**src/rtl/serial_frame_rx_pkg.sv**
```systemverilog
`default_nettype none
// ============================================================================
// Module   : serial_frame_pkg
// Purpose  : Shared types and constants for the serial frame receiver.
//            Holds the FSM state encoding, the serial direction codes,
//            the start/stop line levels and the default data width.
// Revision : 1.0 - initial release
// ============================================================================
package serial_frame_pkg;

  localparam int DEFAULT_WIDTH = 8;

  // DIR input encoding; matches the transmitter's SHIFT modes.
  localparam logic DIR_MSB_FIRST = 1'b0;
  localparam logic DIR_LSB_FIRST = 1'b1;

  // Line levels of the framing bits. The idle line sits at STOP_BIT.
  localparam logic START_BIT = 1'b0;
  localparam logic STOP_BIT  = 1'b1;

  typedef enum logic [2:0] {
    ST_IDLE      = 3'd0,
    ST_DATA      = 3'd1,
    ST_PARITY    = 3'd2,
    ST_STOP      = 3'd3,
    ST_WAIT_IDLE = 3'd4
  } state_t;

endpackage
`default_nettype wire

```
**src/rtl/serial_frame_rx_if.sv**
```systemverilog
`default_nettype none
// ============================================================================
// Module   : serial_frame_rx_if
// Purpose  : One-entry valid/ready output bus of the serial frame receiver.
// Signals  : DATA  [N] received word
//            VALID [1] DATA holds an unconsumed word
//            READY [1] downstream accepts DATA
// Modports : master - receiver side (drives DATA/VALID)
//            slave  - consumer side (drives READY)
// Revision : 1.0 - initial release
// ============================================================================
interface serial_frame_rx_if
  import serial_frame_pkg::*;
#(
  parameter int N = DEFAULT_WIDTH
) ();

  logic [N-1:0] DATA;
  logic         VALID;
  logic         READY;

  modport master (output DATA, output VALID, input READY);
  modport slave  (input DATA, input VALID, output READY);

endinterface
`default_nettype wire

```
**src/rtl/serial_frame_rx_shift.sv**
```systemverilog
`default_nettype none
// ============================================================================
// Module   : rx_shift_reg
// Purpose  : N-bit bidirectional shift register, the receive-side mirror of
//            the transmitter's shift datapath.
// Ports    : CLOCK    in  1  clock
//            RESET    in  1  synchronous active-high reset (clears q)
//            shift_en in  1  shift one bit in this cycle
//            dir      in  1  DIR_MSB_FIRST: enter at bit 0, move left
//                            DIR_LSB_FIRST: enter at bit N-1, move right
//            s_in     in  1  serial bit
//            q        out N  register contents
// Revision : 1.0 - initial release
// ============================================================================
module rx_shift_reg
  import serial_frame_pkg::*;
#(
  parameter int N = DEFAULT_WIDTH
) (
  input  wire logic         CLOCK,
  input  wire logic         RESET,
  input  wire logic         shift_en,
  input  wire logic         dir,
  input  wire logic         s_in,
  output      logic [N-1:0] q
);

  always_ff @(posedge CLOCK) begin
    if (RESET) begin
      q <= '0;
    end else if (shift_en) begin
      if (dir == DIR_MSB_FIRST) begin
        q <= {q[N-2:0], s_in};
      end else begin
        q <= {s_in, q[N-1:1]};
      end
    end
  end

endmodule
`default_nettype wire

```
**src/rtl/serial_frame_rx.sv**
```systemverilog
`default_nettype none
// ============================================================================
// Module   : serial_frame_rx
// Purpose  : Framed serial receiver. Samples one bit per ENABLE-qualified
//            clock edge (start 0, N data bits, optional even parity, stop 1),
//            rebuilds the word and offers it on a one-entry valid/ready
//            buffer. Errors are reported on sticky flags cleared by CLR_ERR.
// Ports    : CLOCK     in  1  clock, rising edge
//            RESET     in  1  synchronous active-high reset
//            ENABLE    in  1  bit strobe; FSM/shifter advance only when 1
//            S_IN      in  1  serial line, idles high
//            DIR       in  1  0 = MSB first, 1 = LSB first (latched at start)
//            CLR_ERR   in  1  clears the sticky flags
//            bus       if     master side: DATA/VALID out, READY in
//            FRAME_ERR out 1  sticky, stop bit sampled low
//            OVERRUN   out 1  sticky, good frame dropped on full buffer
//            PAR_ERR   out 1  sticky, parity mismatch (0 without parity)
// Config   : define SERIAL_FRAME_RX_PARITY_EN to insert an even-parity bit
//            between the data bits and the stop bit.
// Revision : 1.0 - initial release
// ============================================================================
module serial_frame_rx
  import serial_frame_pkg::*;
#(
  parameter int N = DEFAULT_WIDTH
) (
  input  wire logic            CLOCK,
  input  wire logic            RESET,
  input  wire logic            ENABLE,
  input  wire logic            S_IN,
  input  wire logic            DIR,
  input  wire logic            CLR_ERR,
  serial_frame_rx_if.master    bus,
  output      logic            FRAME_ERR,
  output      logic            OVERRUN,
  output      logic            PAR_ERR
);

  localparam int CNT_W = $clog2(N + 1);

  state_t             r_state;
  state_t             w_next;
  logic [CNT_W-1:0]   r_count;
  logic               r_dir_q;
  logic [N-1:0]       w_sh;
  logic [N-1:0]       r_data;
  logic               r_valid;
  logic               r_frame_err;
  logic               r_overrun;

  logic               w_last_bit;
  logic               w_start;
  logic               w_shift_en;
  logic               w_good_frame;
  logic               w_frame_err_set;
  logic               w_par_err_set;
  logic               w_frame_bad;
  logic               w_load;
  logic               w_overrun_set;

  assign w_last_bit = (r_count == CNT_W'(N - 1));

  rx_shift_reg #(.N(N)) u_shift (
    .CLOCK    (CLOCK),
    .RESET    (RESET),
    .shift_en (w_shift_en),
    .dir      (r_dir_q),
    .s_in     (S_IN),
    .q        (w_sh)
  );

  // --------------------------------------------------------------------------
  // FSM: state register
  // --------------------------------------------------------------------------
  always_ff @(posedge CLOCK) begin
    if (RESET) begin
      r_state <= ST_IDLE;
    end else begin
      r_state <= w_next;
    end
  end

  // --------------------------------------------------------------------------
  // FSM: next state; nothing moves on cycles without ENABLE
  // --------------------------------------------------------------------------
  always_comb begin
    w_next = r_state;
    if (ENABLE) begin
      case (r_state)
        ST_IDLE: begin
          if (S_IN == START_BIT) w_next = ST_DATA;
        end
        ST_DATA: begin
          if (w_last_bit) begin
`ifdef SERIAL_FRAME_RX_PARITY_EN
            w_next = ST_PARITY;
`else
            w_next = ST_STOP;
`endif
          end
        end
        ST_PARITY: begin
          w_next = ST_STOP;
        end
        ST_STOP: begin
          // A low stop bit means the line may be in a break; wait for idle
          // before hunting for the next start bit.
          w_next = (S_IN == STOP_BIT) ? ST_IDLE : ST_WAIT_IDLE;
        end
        ST_WAIT_IDLE: begin
          if (S_IN == STOP_BIT) w_next = ST_IDLE;
        end
        default: begin
          w_next = ST_IDLE;
        end
      endcase
    end
  end

  // --------------------------------------------------------------------------
  // FSM: per-cycle decoded actions
  // --------------------------------------------------------------------------
  always_comb begin
    w_start         = 1'b0;
    w_shift_en      = 1'b0;
    w_good_frame    = 1'b0;
    w_frame_err_set = 1'b0;
    w_par_err_set   = 1'b0;
    if (ENABLE) begin
      case (r_state)
        ST_IDLE:   w_start    = (S_IN == START_BIT);
        ST_DATA:   w_shift_en = 1'b1;
        ST_PARITY: w_par_err_set = ^{w_sh, S_IN};
        ST_STOP: begin
          w_good_frame    = (S_IN == STOP_BIT) && !w_frame_bad;
          w_frame_err_set = (S_IN != STOP_BIT);
        end
        default: ;
      endcase
    end
  end

  // --------------------------------------------------------------------------
  // Bit counter and frame direction
  // --------------------------------------------------------------------------
  always_ff @(posedge CLOCK) begin
    if (RESET) begin
      r_count <= '0;
      r_dir_q <= DIR_MSB_FIRST;
    end else if (w_start) begin
      r_count <= '0;
      r_dir_q <= DIR;
    end else if (w_shift_en) begin
      r_count <= r_count + 1'b1;
    end
  end

  // --------------------------------------------------------------------------
  // Parity: remember a mismatch from the parity bit until the stop bit
  // --------------------------------------------------------------------------
`ifdef SERIAL_FRAME_RX_PARITY_EN
  logic r_par_bad;
  logic r_par_err;

  always_ff @(posedge CLOCK) begin
    if (RESET) begin
      r_par_bad <= 1'b0;
      r_par_err <= 1'b0;
    end else begin
      if (ENABLE && (r_state == ST_PARITY)) r_par_bad <= w_par_err_set;
      if (w_par_err_set)   r_par_err <= 1'b1;
      else if (CLR_ERR)    r_par_err <= 1'b0;
    end
  end

  assign w_frame_bad = r_par_bad;
  assign PAR_ERR     = r_par_err;
`else
  assign w_frame_bad = 1'b0;
  assign PAR_ERR     = 1'b0;
`endif

  // --------------------------------------------------------------------------
  // Output buffer. A word loads when the buffer is empty or is being drained
  // on the same edge; otherwise a good frame is dropped as an overrun.
  // --------------------------------------------------------------------------
  assign w_load        = w_good_frame && !(r_valid && !bus.READY);
  assign w_overrun_set = w_good_frame &&  (r_valid && !bus.READY);

  always_ff @(posedge CLOCK) begin
    if (RESET) begin
      r_data  <= '0;
      r_valid <= 1'b0;
    end else if (w_load) begin
      r_data  <= w_sh;
      r_valid <= 1'b1;
    end else if (r_valid && bus.READY) begin
      r_valid <= 1'b0;
    end
  end

  // Sticky flags: a set on the same edge as CLR_ERR takes priority.
  always_ff @(posedge CLOCK) begin
    if (RESET) begin
      r_frame_err <= 1'b0;
      r_overrun   <= 1'b0;
    end else begin
      if (w_frame_err_set) r_frame_err <= 1'b1;
      else if (CLR_ERR)    r_frame_err <= 1'b0;
      if (w_overrun_set)   r_overrun   <= 1'b1;
      else if (CLR_ERR)    r_overrun   <= 1'b0;
    end
  end

  assign bus.DATA  = r_data;
  assign bus.VALID = r_valid;
  assign FRAME_ERR = r_frame_err;
  assign OVERRUN   = r_overrun;

endmodule
`default_nettype wire

```
**src/flat_wrapper.sv**
```systemverilog
// flat-port wrapper written by rule: the top's interface ports become plain ports
module serial_frame_rx_flat import serial_frame_pkg::*;
#(
  parameter int N = DEFAULT_WIDTH
)
  (CLOCK, RESET, ENABLE, S_IN, DIR, CLR_ERR, FRAME_ERR, OVERRUN, PAR_ERR, bus_DATA, bus_VALID, bus_READY);
  serial_frame_rx_if #(.N(N)) bus_i ();
  input  wire logic CLOCK;
  input  wire logic RESET;
  input  wire logic ENABLE;
  input  wire logic S_IN;
  input  wire logic DIR;
  input  wire logic CLR_ERR;
  output      logic FRAME_ERR;
  output      logic OVERRUN;
  output      logic PAR_ERR;
  output wire logic [$bits(bus_i.DATA)-1:0] bus_DATA;
  output wire logic [$bits(bus_i.VALID)-1:0] bus_VALID;
  input wire logic [$bits(bus_i.READY)-1:0] bus_READY;
  assign bus_DATA = bus_i.DATA;
  assign bus_VALID = bus_i.VALID;
  assign bus_i.READY = bus_READY;
  serial_frame_rx #(.N(N)) u_core (.CLOCK(CLOCK), .RESET(RESET), .ENABLE(ENABLE), .S_IN(S_IN), .DIR(DIR), .CLR_ERR(CLR_ERR), .bus(bus_i), .FRAME_ERR(FRAME_ERR), .OVERRUN(OVERRUN), .PAR_ERR(PAR_ERR));
endmodule
```
**config.mk**
```make
export PLATFORM = sky130hd
export DESIGN_NAME = serial_frame_rx_flat
export DESIGN_NICKNAME = d
export VERILOG_FILES = /design/src/rtl/serial_frame_rx_pkg.sv /design/src/rtl/serial_frame_rx_if.sv /design/src/rtl/serial_frame_rx_shift.sv /design/src/rtl/serial_frame_rx.sv /design/src/flat_wrapper.sv
export SDC_FILE = /design/constraint.sdc
export NUM_CORES = 1
export LEC_CHECK = 0
export BUFFER_PORTS_ARGS = -buffer_cell sky130_fd_sc_hd__buf_2
export CAP_MARGIN = 20
export CORE_UTILIZATION = 30
export CTS_BUF_LIST = sky130_fd_sc_hd__clkbuf_4
export DETAILED_ROUTE_END_ITERATION = 8
export GPL_TIMING_DRIVEN = 0
export PLACE_DENSITY_LB_ADDON = 0.08
export SYNTH_ARGS = -nofsm -noshare
export SYNTH_HDL_FRONTEND = slang
export SYNTH_HIERARCHICAL = 1
export SYNTH_SLANG_ARGS = --single-unit
```
**constraint.sdc**
```tcl
create_clock -name CLOCK -period 1.82 [get_ports CLOCK]
set_input_delay 0.273 -clock CLOCK [delete_from_list [all_inputs] [get_ports CLOCK]]
set_output_delay 0.273 -clock CLOCK [all_outputs]
set_load 0.02 [all_outputs]
```
==> results.json <==
{
  "outcome": "finished clean",
  "startpoint": "u_core/r_state[0]$_SDFFE_PP0P_",
  "r2r-start": "u_core/r_state[0]$_SDFFE_PP0P_",
  "setup_tns_ps": 0,
  "cp_max_fo": 10,
  "place_hpwl_um": 1700,
  "antenna_found_initial": 0,
  "clk_latency_ps": 320,
  "ios": 19,
  "post-route-cell-area_um2": 1360,
  "dp_slack_ps": 228,
  "ys_types": 29,
  "nNetsFinal": 157,
  "core_area_um2": 3740,
  "min_path_type": "in -> reg",
  "post_cts_buffers": 0,
  "tritoncts": "done",
  "rows": 22,
  "synth_edf_count": 0,
  "grt_usage": 0.121,
  "dieHeight_um": 64.9,
  "initial_core_util": 0.318,
  "synth_nets": 135,
  "first_pass_iters": 4,
  "first_global_vias": 880,
  "cts.sinks": 27,
  "period_share": 0.870,
  "wl_per_cell_um": 11.8,
  "synth_warnings": 6,
  "r2r_end": "u_core/u_shift/q[6]$_SDFFE_PP0P_",
  "holdBufCountCts": 0,
  "crit_family": "buffers and inverters",
  "r2r_slack_ps": 240,
  "grt_overflow_total": 0,
  "crit_slowest_cell": "dfxtp_1",
  "post_dp_cell_area_um2": 1330,
  "cts_root_buf": "clkbuf_4",
  "n_fill_cell": 409,
  "crit_type": "reg -> reg",
  "irDropWorstVdd_uv": 244,
  "crit_buf_inv": 3,
  "path_cells": "nand4bb_1 -> inv_1 -> buf_4 -> buf_6 -> nor2_1 -> a211oi_1",
  "drt-initial-drc-count": 16,
  "clockBufferDepth": 2,
  "finalMaxSlewViolations": 0,
  "grt_start_max_net_pins": 17,
  "netlist_area_um2": 1190,
  "cts_buffers": 3,
  "worstPathArrival_ps": 1840,
  "critPathCapture": "u_core/u_shift/q[6]$_SDFFE_PP0P_",
  "wl_um": 2310,
  "reg2reg_depth": 6,
  "post-route-min-period_ps": 1580,
  "max_slew_margin": 0.598,
  "clk_pin_slew_ps": 150,
  "syn_area_per_cell_um2": 9.36,
  "finalClockSkew_ps": 2.84,
  "dr_wl_met2_um": 975,
  "ys_ff_latch": 27,
  "cpPeakStageDelay_ps": 480,
  "wl_met3_um": 97,
  "grt_pass1_wl_um": 4020,
  "critPathLaunchType": "flop",
  "io_buffers": 17,
  "cts_max_level": 1,
  "n_antenna_cell": 0,
  "tightest_slew_ps": 598,
  "syn-instance-count": 127,
  "routed_via_density": 4.69,
  "cp.required_ps": 2070,
  "ys.flop_type": "dfxtp_1",
  "drv_cap": 0,
  "hold_violations": 0,
  "chipWidth_um": 64.9,
  "whs_ps": 206,
  "cp-end-kind": "flop",
  "routabilityCongestion": 0.698,
  "highest_layer": "met4",
  "rsz0062_at_grt": "false",
  "drtAntennaViolNets": 0,
  "layout_setup_ws_ps": 237,
  "cp.depth": 6,
  "area_growth_pct": 14.7,
  "vias": 920,
  "die_area_um2": 4220,
  "wl_met1_um": 1210,
  "fmaxAchievable_mhz": 632,
  "p_leak_uw": 0.000473,
  "min_from": "RESET",
  "cts-resized-gates": 0,
  "total_power_uw": 964,
  "synth_sequential_area_ratio": 0.455,
  "power_density_nw_per_um2": 707,
  "drc": 0,
  "drive_gt1_frac": 0.182,
  "setup_violations": 0,
  "async_flop_share": 0
}
==> worst min path at each step <==
stage | endpoint | cells past startpoint
after floorplan | u_core/FRAME_ERR$_SDFFE_PP0P_ | 1
after global placement | u_core/bus.DATA[1]$_SDFFE_PP0P_ | 2
after detailed placement | u_core/bus.DATA[6]$_SDFFE_PP0P_ | 2
after CTS | u_core/FRAME_ERR$_SDFFE_PP0P_ | 2
after global routing | u_core/r_state[1]$_SDFFE_PP0P_ | 2
final | u_core/r_state[1]$_SDFFE_PP0P_ | 2
==> report_power, final <==
| group | internal (uW) | switching [uW] |
|---|---|---|
| Clock | 83.8 | 178 |
| Combinational | 34.9 | 48.9 |
| Sequential | 604 | 13.9 |
==> stage by stage <==
stage | utilization | instances
2_1_floorplan | - | 127
3_3_place_gp | 0.356 | 192
3_5_place_dp | 0.356 | 192
4_1_cts | 0.364 | 196
5_1_grt | 0.364 | 196
6_report | 0.364 | 196
==> registers in the layout, summed over array words and instances (netlist names) <==
name and count:
u_core/r_state 3, u_core/FRAME_ERR 1, u_core/u_shift/q 8, u_core/OVERRUN 1, u_core/bus.DATA 8, u_core/bus.VALID 1, u_core/r_dir_q 1, u_core/r_count 4
==> cell usage after synthesis (2+ instances only) <==
master	count	area, um^2
inv_1	2	7.51
o21ai_0	3	15.0
nand2b_1	4	25.0
or4b_1	2	20.0
a211oi_1	8	60.1
dfxtp_1	27	541
buf_1	2	7.51
nand2_1	21	78.8
or3_1	2	12.5
a21oi_1	9	45.0
nor2_1	10	37.5
buf_6	2	22.5
buf_4	2	15.0
mux2i_1	16	160
o31ai_1	3	22.5
==> metal layers <==
| metal | vias up | GRT usage |
|---|---|---|
| li1 | 485 | - |
| met1 | 416 | 0.164 |
| met2 | 17 | 0.186 |
| met3 | 2 | 0.0229 |
| met4 | 0 | 0.0500 |
| met5 | - | 0 |
==> cell families (layout without fill, tap and decap cells) <==
| family | Yosys count | after routing | share of synthesized area |
|---|---|---|---|
| compound gates | 25 | 25 | 0.137 |
| xor+xnor | 1 | 1 | 0.00737 |
| fa+ha+maj | 1 | 1 | 0.0105 |
| buf+inv | 9 | 30 | 0.0474 |
| flops | 27 | 27 | 0.455 |
| mux | 16 | 16 | 0.135 |
| other cells | 1 | 1 | 0.00315 |
| simple gates | 47 | 47 | 0.205 |
==> cell type report <==
type | count | area (um^2) | share of cell area
Timing Repair Buffer | 17 | 85.1 | 0.0624
Clock inverter | 1 | 7.51 | 0.00550
Sequential cell | 27 | 541 | 0.396
Clock buffer | 3 | 22.5 | 0.0165
Inverter | 3 | 11.3 | 0.00826
Multi-Input combinational cell | 91 | 592 | 0.434
Tap cell | 48 | 60.1 | 0.0440
Buffer | 6 | 45.0 | 0.0330
==> cells in the final DEF, fill, tap and decap left out, drive strengths merged <==
master,synthesis,routed
o31ai,3,3
o21ai,3,3
clkinv,1,1
ha,1,1
nand2,21,21
clkinvlp,0,1
clkbuf,0,3
nand4b,1,1
inv,2,2
nor3,1,1
nand2b,4,4
nor2b,1,1
or4b,2,2
mux2i,16,16
a211oi,9,9
conb,1,1
o21a,1,1
or3,2,2
buf,6,23
nor2,10,10
a21oi,9,9
nand3b,1,1
nand4bb,1,1
nand3,1,1
xnor2,1,1
or2,1,1
dfxtp,27,27
or3b,1,1
No activity file was read; power rests on OpenSTA's default activity.
